`config.mk`:
```
export PLATFORM = sky130hd
export DESIGN_NAME = piso_tx_sched
export DESIGN_NICKNAME = d
export VERILOG_FILES = /design/src/rtl/piso_tx_sched.sv
export SDC_FILE = /design/constraint.sdc
export NUM_CORES = 1
export LEC_CHECK = 0
export CAP_MARGIN = 20
export CORE_MARGIN = 10
export CORE_UTILIZATION = 42
export DETAILED_ROUTE_END_ITERATION = 10
export PLACE_DENSITY_LB_ADDON = 0.12
export SYNTH_ARGS = -nofsm -noshare
export SYNTH_HDL_FRONTEND = slang
export SYNTH_SLANG_ARGS = --single-unit
```
`constraint.sdc`:
```
create_clock -name clk -period 1.8 [get_ports clk]
set_clock_uncertainty 0.15 [all_clocks]
set_input_delay 0.36 -clock clk [delete_from_list [all_inputs] [get_ports clk]]
set_output_delay 0.36 -clock clk [all_outputs]
set_load 0.03 [all_outputs]
```
`src/rtl/piso_tx_sched.sv`:
```
// piso_tx_sched: round-robin scheduler in front of one shared parallel-in/serial-out path.
// Two requesters hand over WIDTH-bit words through valid/ready. The accepted word is sent MSB-first,
// one bit per clk, with first/last/source framing. After each frame there are GAP forced idle cycles.
// Optional feature macro: PISO_PARITY_EN. When it is defined, an even-parity bit is appended to each frame.
//
// Handshake: a word moves on the rising edge where reqN_valid && reqN_ready.
//   - reqN_ready is combinational. It is high only in IDLE, and only for the granted requester with
//     valid set, so at most one ready is high.
//   - A valid that drops before its ready is simply no transfer.
module piso_tx_sched #(
   parameter int WIDTH = 4,
   parameter int GAP   = 1
) (
   input  logic             clk,
   input  logic             res,
   input  logic             req0_valid,
   input  logic [WIDTH-1:0] req0_data,
   output logic             req0_ready,
   input  logic             req1_valid,
   input  logic [WIDTH-1:0] req1_data,
   output logic             req1_ready,
   output logic             ser_out,
   output logic             ser_valid,
   output logic             ser_first,
   output logic             ser_last,
   output logic             ser_src,
   output logic             busy,
   output logic [1:0]       dbg_state
);

`ifdef PISO_PARITY_EN
   localparam int FRAME_LEN = WIDTH + 1;
`else
   localparam int FRAME_LEN = WIDTH;
`endif
   localparam int CNT_W = $clog2(FRAME_LEN + 1);
   localparam logic [CNT_W-1:0] LAST_CNT = CNT_W'(FRAME_LEN - 1);
   localparam int GAP_W = (GAP > 1) ? $clog2(GAP) : 1;
   localparam logic [GAP_W-1:0] GAP_LAST = GAP_W'((GAP > 0) ? GAP - 1 : 0);

   typedef enum logic [1:0] {
      S_IDLE  = 2'd0,
      S_SHIFT = 2'd1,
      S_GAP   = 2'd2
   } state_t;

   state_t           state_q, state_d;
   logic [WIDTH-1:0] sreg_q, sreg_d;
   logic [CNT_W-1:0] cnt_q, cnt_d;
   logic [GAP_W-1:0] gap_q, gap_d;
   logic             last_grant_q, last_grant_d;
   logic             src_q, src_d;
   logic             grant;
   logic             accept;
   logic             data_bit;
`ifdef PISO_PARITY_EN
   logic             par_q, par_d;
`endif

   // Arbitration: a lone requester wins; when both are valid, the one not granted last time wins.
   always_comb begin
      grant = 1'b0;
      if (req0_valid && req1_valid) begin
         grant = ~last_grant_q;
      end else if (req1_valid) begin
         grant = 1'b1;
      end
      accept     = (state_q == S_IDLE) && (req0_valid || req1_valid);
      req0_ready = accept && !grant;
      req1_ready = accept && grant;
   end

   // Next-state logic: load on accept, shift during the frame, count off the idle gap.
   always_comb begin
      state_d      = state_q;
      sreg_d       = sreg_q;
      cnt_d        = cnt_q;
      gap_d        = gap_q;
      last_grant_d = last_grant_q;
      src_d        = src_q;
`ifdef PISO_PARITY_EN
      par_d        = par_q;
`endif
      case (state_q)
         S_IDLE: begin
            if (accept) begin
               sreg_d       = grant ? req1_data : req0_data;
               src_d        = grant;
               last_grant_d = grant;
               cnt_d        = '0;
`ifdef PISO_PARITY_EN
               par_d        = grant ? ^req1_data : ^req0_data;
`endif
               state_d      = S_SHIFT;
            end
         end
         S_SHIFT: begin
            sreg_d = {sreg_q[WIDTH-2:0], 1'b0};
            cnt_d  = cnt_q + CNT_W'(1);
            if (cnt_q == LAST_CNT) begin
               cnt_d   = '0;
               gap_d   = '0;
               state_d = (GAP > 0) ? S_GAP : S_IDLE;
            end
         end
         S_GAP: begin
            if (gap_q == GAP_LAST) begin
               gap_d   = '0;
               state_d = S_IDLE;
            end else begin
               gap_d = gap_q + GAP_W'(1);
            end
         end
         default: state_d = S_IDLE;
      endcase
   end

   // State registers. Reset aborts any frame in flight, and req0 wins the first contest.
   always_ff @(posedge clk or negedge res) begin
      if (!res) begin
         state_q      <= S_IDLE;
         sreg_q       <= '0;
         cnt_q        <= '0;
         gap_q        <= '0;
         last_grant_q <= 1'b1;
         src_q        <= 1'b0;
`ifdef PISO_PARITY_EN
         par_q        <= 1'b0;
`endif
      end else begin
         state_q      <= state_d;
         sreg_q       <= sreg_d;
         cnt_q        <= cnt_d;
         gap_q        <= gap_d;
         last_grant_q <= last_grant_d;
         src_q        <= src_d;
`ifdef PISO_PARITY_EN
         par_q        <= par_d;
`endif
      end
   end

   // Serial outputs: everything is quiet outside SHIFT; framing comes from the bit counter.
   always_comb begin
`ifdef PISO_PARITY_EN
      data_bit = (cnt_q == CNT_W'(WIDTH)) ? par_q : sreg_q[WIDTH-1];
`else
      data_bit = sreg_q[WIDTH-1];
`endif
      ser_valid = (state_q == S_SHIFT);
      ser_out   = ser_valid && data_bit;
      ser_first = ser_valid && (cnt_q == '0);
      ser_last  = ser_valid && (cnt_q == LAST_CNT);
      ser_src   = src_q;
      busy      = (state_q != S_IDLE);
      dbg_state = state_q;
   end

endmodule

```
# Word-level counts from Yosys, hierarchy flattened
# Index checks and enable logic that the tools add are counted.
[classes]
reduce_logical = 18
bitwise = 1
n_eq_ne = 6
n_addsub = 2
muxes = 15
[op_table]
columns = ["op", "n"]
rows = [
  ["4-bit two-way mux", 2],
  ["4-bit case mux with 2 select lines", 1],
  ["1-bit logical AND", 7],
  ["2-bit two-way mux", 3],
  ["3-bit two-way mux", 2],
  ["2-bit case mux with 3 select lines", 1],
  ["3-bit case mux with 2 select lines", 1],
  ["2-bit AND reduction", 3],
  ["2-bit nonzero test", 3],
  ["1-bit two-way mux", 4],
  ["2-bit != test (second input constant)", 2],
  ["3-bit by 1-bit adder with 3-bit output (second input constant)", 1],
  ["3-bit by 2-bit equality test with 1-bit output (second input constant)", 1],
  ["3-bit logical NOT", 1],
  ["3-bit AND reduction", 1],
  ["2-bit by 1-bit equality test with 1-bit output (second input constant)", 1],
  ["2-bit equality test (second input constant)", 1],
  ["2-bit logical NOT", 1],
  ["2-bit by 1-bit != test with 1-bit output (second input constant)", 1],
  ["1-bit case mux with 2 select lines", 1],
  ["1-bit adder (second input constant)", 1],
  ["1-bit logical NOT", 1],
  ["1-bit logical OR", 1],
  ["1-bit inverter", 1],
]
[totals]
ff_bits = 12
inputBits = 12
wordCells = 48

# Logic depth before layout (Yosys ltp)
[depth]
word_depth = 5
mapped_depth = 4

# Worst setup path before layout
# Ideal clock, no wire load.
[synth_timing]
path_type = "register -> output"
from = "register state_q[1], in the netlist dbg_state[1]"
to = "output ser_first"
path_stages_with_launch = 3
required_ns = 1.290
n_path_buf = 0
arrival_ns = 1.502
slack_ns = -0.212
cell_sequence = "dfrtp_1 -> nand2b_1 -> nor3b_1"
[synth_between]
elab_chain_len = 2
[synth_lines]
columns = ["item", "line", "rtl"]
rows = [
  ["start, declared", "47", "state_t state_q, state_d;"],
  ["start signal, assigned", "131", "state_q <= state_d;"],
  ["2-bit by 1-bit equality test with 1-bit output", "150", "ser_valid = (state_q == S_SHIFT);"],
  ["1-bit logical AND", "152", "ser_first = ser_valid && (cnt_q == '0);"],
  ["end, declared", "24", "output logic ser_first,"],
]
# Every way passes these cells.

# Worst setup path in the final report
# Same ends and word-level chain as after synthesis.

==> impl_summary.txt <==
----------------------------------------------------
[Worst setup path]
  Critical Path Start ... dbg_state[1]$_DFFE_PN0P_
  Worst EP required ... 1.29 ns
  Flop-to-flop setup slack ... 0.19 ns
  Startpoint Class ... flip-flop
  WP data arrival ... 1.31 ns
  Reg-to-reg endpoint ... sreg_q[1]$_DFFE_PN0P_
  Type of the worst setup path ... flip-flop to output port
  Source of the worst register-to-register timing path ... dbg_state[0]$_DFFE_PN0P_
  Number of cells on the worst reg-to-reg path ... 5
  Capture point of the worst path ... ser_first
  Maximum fanout encountered on the critical timing path ... 3
  Largest stage delay, worst path ... 0.41 ns
  Worst path slowest cell ... sky130_fd_sc_hd__dfrtp_1
  CP Capture Type ... output port
  Crit path cell chain ... buf_6, nand2b_4, nor3b_2, buf_4

[Layout]
  Fill cell instance count of the final layout ... 74
  Most frequent cells in the layout ... sky130_fd_sc_hd__buf_4, sky130_fd_sc_hd__dfrtp_1, sky130_fd_sc_hd__clkdlybuf4s50_1, sky130_fd_sc_hd__buf_6
  Most common cell after layout, fill and taps aside ... sky130_fd_sc_hd__buf_4
  Number of diodes added for antenna fixing ... 0
  Finished Core Util ... 80.9%
  Layout-stage area growth over the synthesis result ... 77.9%
  Number of nets in the final layout ... 118
  Finished layout cell area ... 1070 µm²
  Storage cell area ... 277 µm²
  Number of standard cells in the final layout excluding fillers ... 118
  Fraction of final layout cells sized beyond drive strength 1 ... 45.6%
  Multi-input combinational cell area ... 360 µm²

[Clocking]
  # hold bufs at CTS ... 0
  Clock Pin Slew Worst Setup and Hold Paths ... 0.06 ns
  H-tree lvl count ... 1
  CTS root buf ... sky130_fd_sc_hd__clkbuf_4
  Num CTS Buffers ... 3
  CTS tree ... done
  Number of clock sinks ... 11
  Clock tree buffer depth ... 2
  Clock latency at the later pin of the worst-skew pair ... 0.27 ns

[Route]
  Starting DRC count in detailed routing ... 19
  Remaining antenna violation count ... 0
  Detail-routed via count per cell ... 5.27
  Residual DRC ... 0
  Total via count after detailed routing ... 622
  WL/cell ... 17.1 µm
  Number of search-and-repair iterations in the first detailed-routing pass ... 4
  Final routed wirelength across all metal layers ... 2.02 mm

[Global routing]
  Maximum number of pins on one net before global-route repair ... 12
  GRT Util Overall ... 11.4%
  Number of antenna violations at the first check in global routing ... 0
  Via count of the first global-routing pass ... 626
  Global-route wire length before repair ... 2.93 mm
  Sum of overflow across all layers after global routing ... 0

[STA]
  Achievable frequency ... 549 MHz
  Post-route clock period utilization ... 101%
  Worst setup margin ... -0.0228 ns
  Number of hold violations in the final report ... 0
  Worst Tran Pin Value ... 0.477 ns
  Tmin final ... 1.82 ns
  Worst hold slack across all endpoints ... 0.263 ns
  Number of max-slew violations in the final report ... 0
  Setup repair after global routing missed its margin ... yes
  Setup violations, final ... 2
  Max transition margin ... 68.1%

[Floorplanning]
  Starting utilization of the core area ... 45.5%
  Row cnt ... 13
  Horizontal die dimension ... 57.8 µm
  Total die area ... 3340 µm²
  Die Span Y ... 57.8 µm
  Top-Level Pins ... 22
  Core footprint ... 1320 µm²

[Placed design]
  Final RePlAce weighted congestion ... 0.795
  Port Buffers ... 21
  Total placed instance area ... 887 µm²
  Cell count after placement ... 104
  HPWL after detailed placement ... 1.32 mm

[Synthesis]
  FF+latch count, synth ... 11
  Synth unique cells ... 25
  Post-synthesis average cell area ... 9.99 µm²
  Synthesized Nets ... 74
  Gate count of the mapped netlist ... 60
  Yosys synthesis warning count ... 0
  Post-Synthesis Cell Area ... 599 µm²
  Sequential share of the synthesized area ... 46.1%

[Flow run]
  Count of max-cap constraint violations ... 0

[Power]
  Sum of internal, switching and leakage power ... 0.00183 W
  Total power density per cell area ... 1720 nW/µm²
  Peak supply drop ... 1250 µV
  Leakage ... 0.504 nW

[Hold path]
  Worst hold-check path type ... primary input to async pin

[Status]
  Violations in the final reports ... negative setup slack
  Result of the run ... finished, violations left

----------------------------------------------------
cells in the mapped netlist, drive strengths merged:
| master | instances | share of area (%) |
|---|---|---|
| nor2 | 2 | 1.3 |
| a21o | 2 | 2.5 |
| buf | 1 | 1.9 |
| a21oi | 3 | 2.5 |
| inv | 4 | 2.5 |
| or2 | 1 | 1.0 |
| a31oi | 1 | 1.0 |
| ha | 2 | 4.2 |
| nor2b | 5 | 5.2 |
| dfrtp | 10 | 42 |
| dfstp | 1 | 4.4 |
| a22o | 1 | 1.5 |
| nand2b | 1 | 1.0 |
| clkinv | 1 | 0.63 |
| a221oi | 3 | 4.4 |
| and2 | 6 | 6.3 |
| nand2 | 2 | 1.3 |
| nor3 | 2 | 2.5 |
| a21bo | 1 | 1.7 |
| o31ai | 4 | 5.0 |
| o21ai | 4 | 3.3 |
| o21a | 1 | 1.3 |
| nor3b | 1 | 1.3 |
| mux2i | 1 | 1.7 |
cell families after synthesis:
| logic type | synth area share [%] |
|---|---|
| AOI/OAI and AO/OA | 23.2 |
| adders and majority gates | 4.17 |
| buffers and inverters | 5.01 |
| DFF | 46.1 |
| muxes | 1.67 |
| and+or+nand+nor | 19.8 |
timing repair:
item	4_1_cts	5_1_grt
buffers inserted	6	4
gates resized for setup	24	11
pin swaps	4	3
endpoints found under the hold margin	0	0
cloned	0	0
endpoints found under the setup margin	10	13
routing by layer:
metal | up-vias | wire length, µm | track usage [%]
met5 | - | 0 | 0
li1 | 298 | - | -
met2 | 20 | 1110 | 20.2
met4 | 0 | 37 | 5.03
met3 | 7 | 102 | 5.23
met1 | 297 | 770 | 11.0
power by group:
| group | total (W) | leakage (nW) | switching [W] | internal [W] |
|---|---|---|---|---|
| Sequential | 0.000446 | 0.135 | 0.0000814 | 0.000365 |
| Clock | 0.000163 | 0.0150 | 0.0000771 | 0.0000859 |
| Combinational | 0.00123 | 0.353 | 0.000623 | 0.000603 |
| Total | 0.00183 | 0.504 | 0.000781 | 0.00105 |
sequential cells by signal (all words and copies together), names as in the netlist:
signal	count
ser_src	1
sreg_q	4
dbg_state	2
cnt_q	3
last_grant_q	1
per-stage QoR:
stage          setup TNS [ns]  setup slack (ns)
6_report              -0.0280           -0.0228
5_1_grt                -0.393           -0.0778
4_1_cts               -0.0376           -0.0274
3_5_place_dp            -1.01            -0.135
3_3_place_gp           -0.699            -0.106
2_1_floorplan               0           0.00130
worst min-delay path by stage:
stage | end | slack [ns] | cells after the start
3_3_place_gp | ser_src$_DFFE_PN0P_ | 0.32 | 1
5_1_grt | sreg_q[3]$_DFFE_PN0P_ | 0.27 | 1
2_1_floorplan | cnt_q[0]$_DFFE_PN0P_ | -0.09 | 0
3_5_place_dp | ser_src$_DFFE_PN0P_ | 0.32 | 1
4_1_cts | dbg_state[1]$_DFFE_PN0P_ | 0.27 | 1
6_report | sreg_q[3]$_DFFE_PN0P_ | 0.26 | 1
cell type report:
type / instances / share of cell area [%]
repair buffers: 40 / 33.7
clock buffers: 4 / 2.46
well taps: 15 / 1.76
inverters: 5 / 2.35
multi-input cells: 43 / 33.8
flip-flops and latches: 11 / 25.9
worst max-delay path: cells and delay by family (launching register included):
kind,cells,cell delay (ns)
AND/OR/NAND/NOR,2,0.32
flip-flops,1,0.41
buffers and inverters,2,0.32
Power figures use the tool's default switching activity.
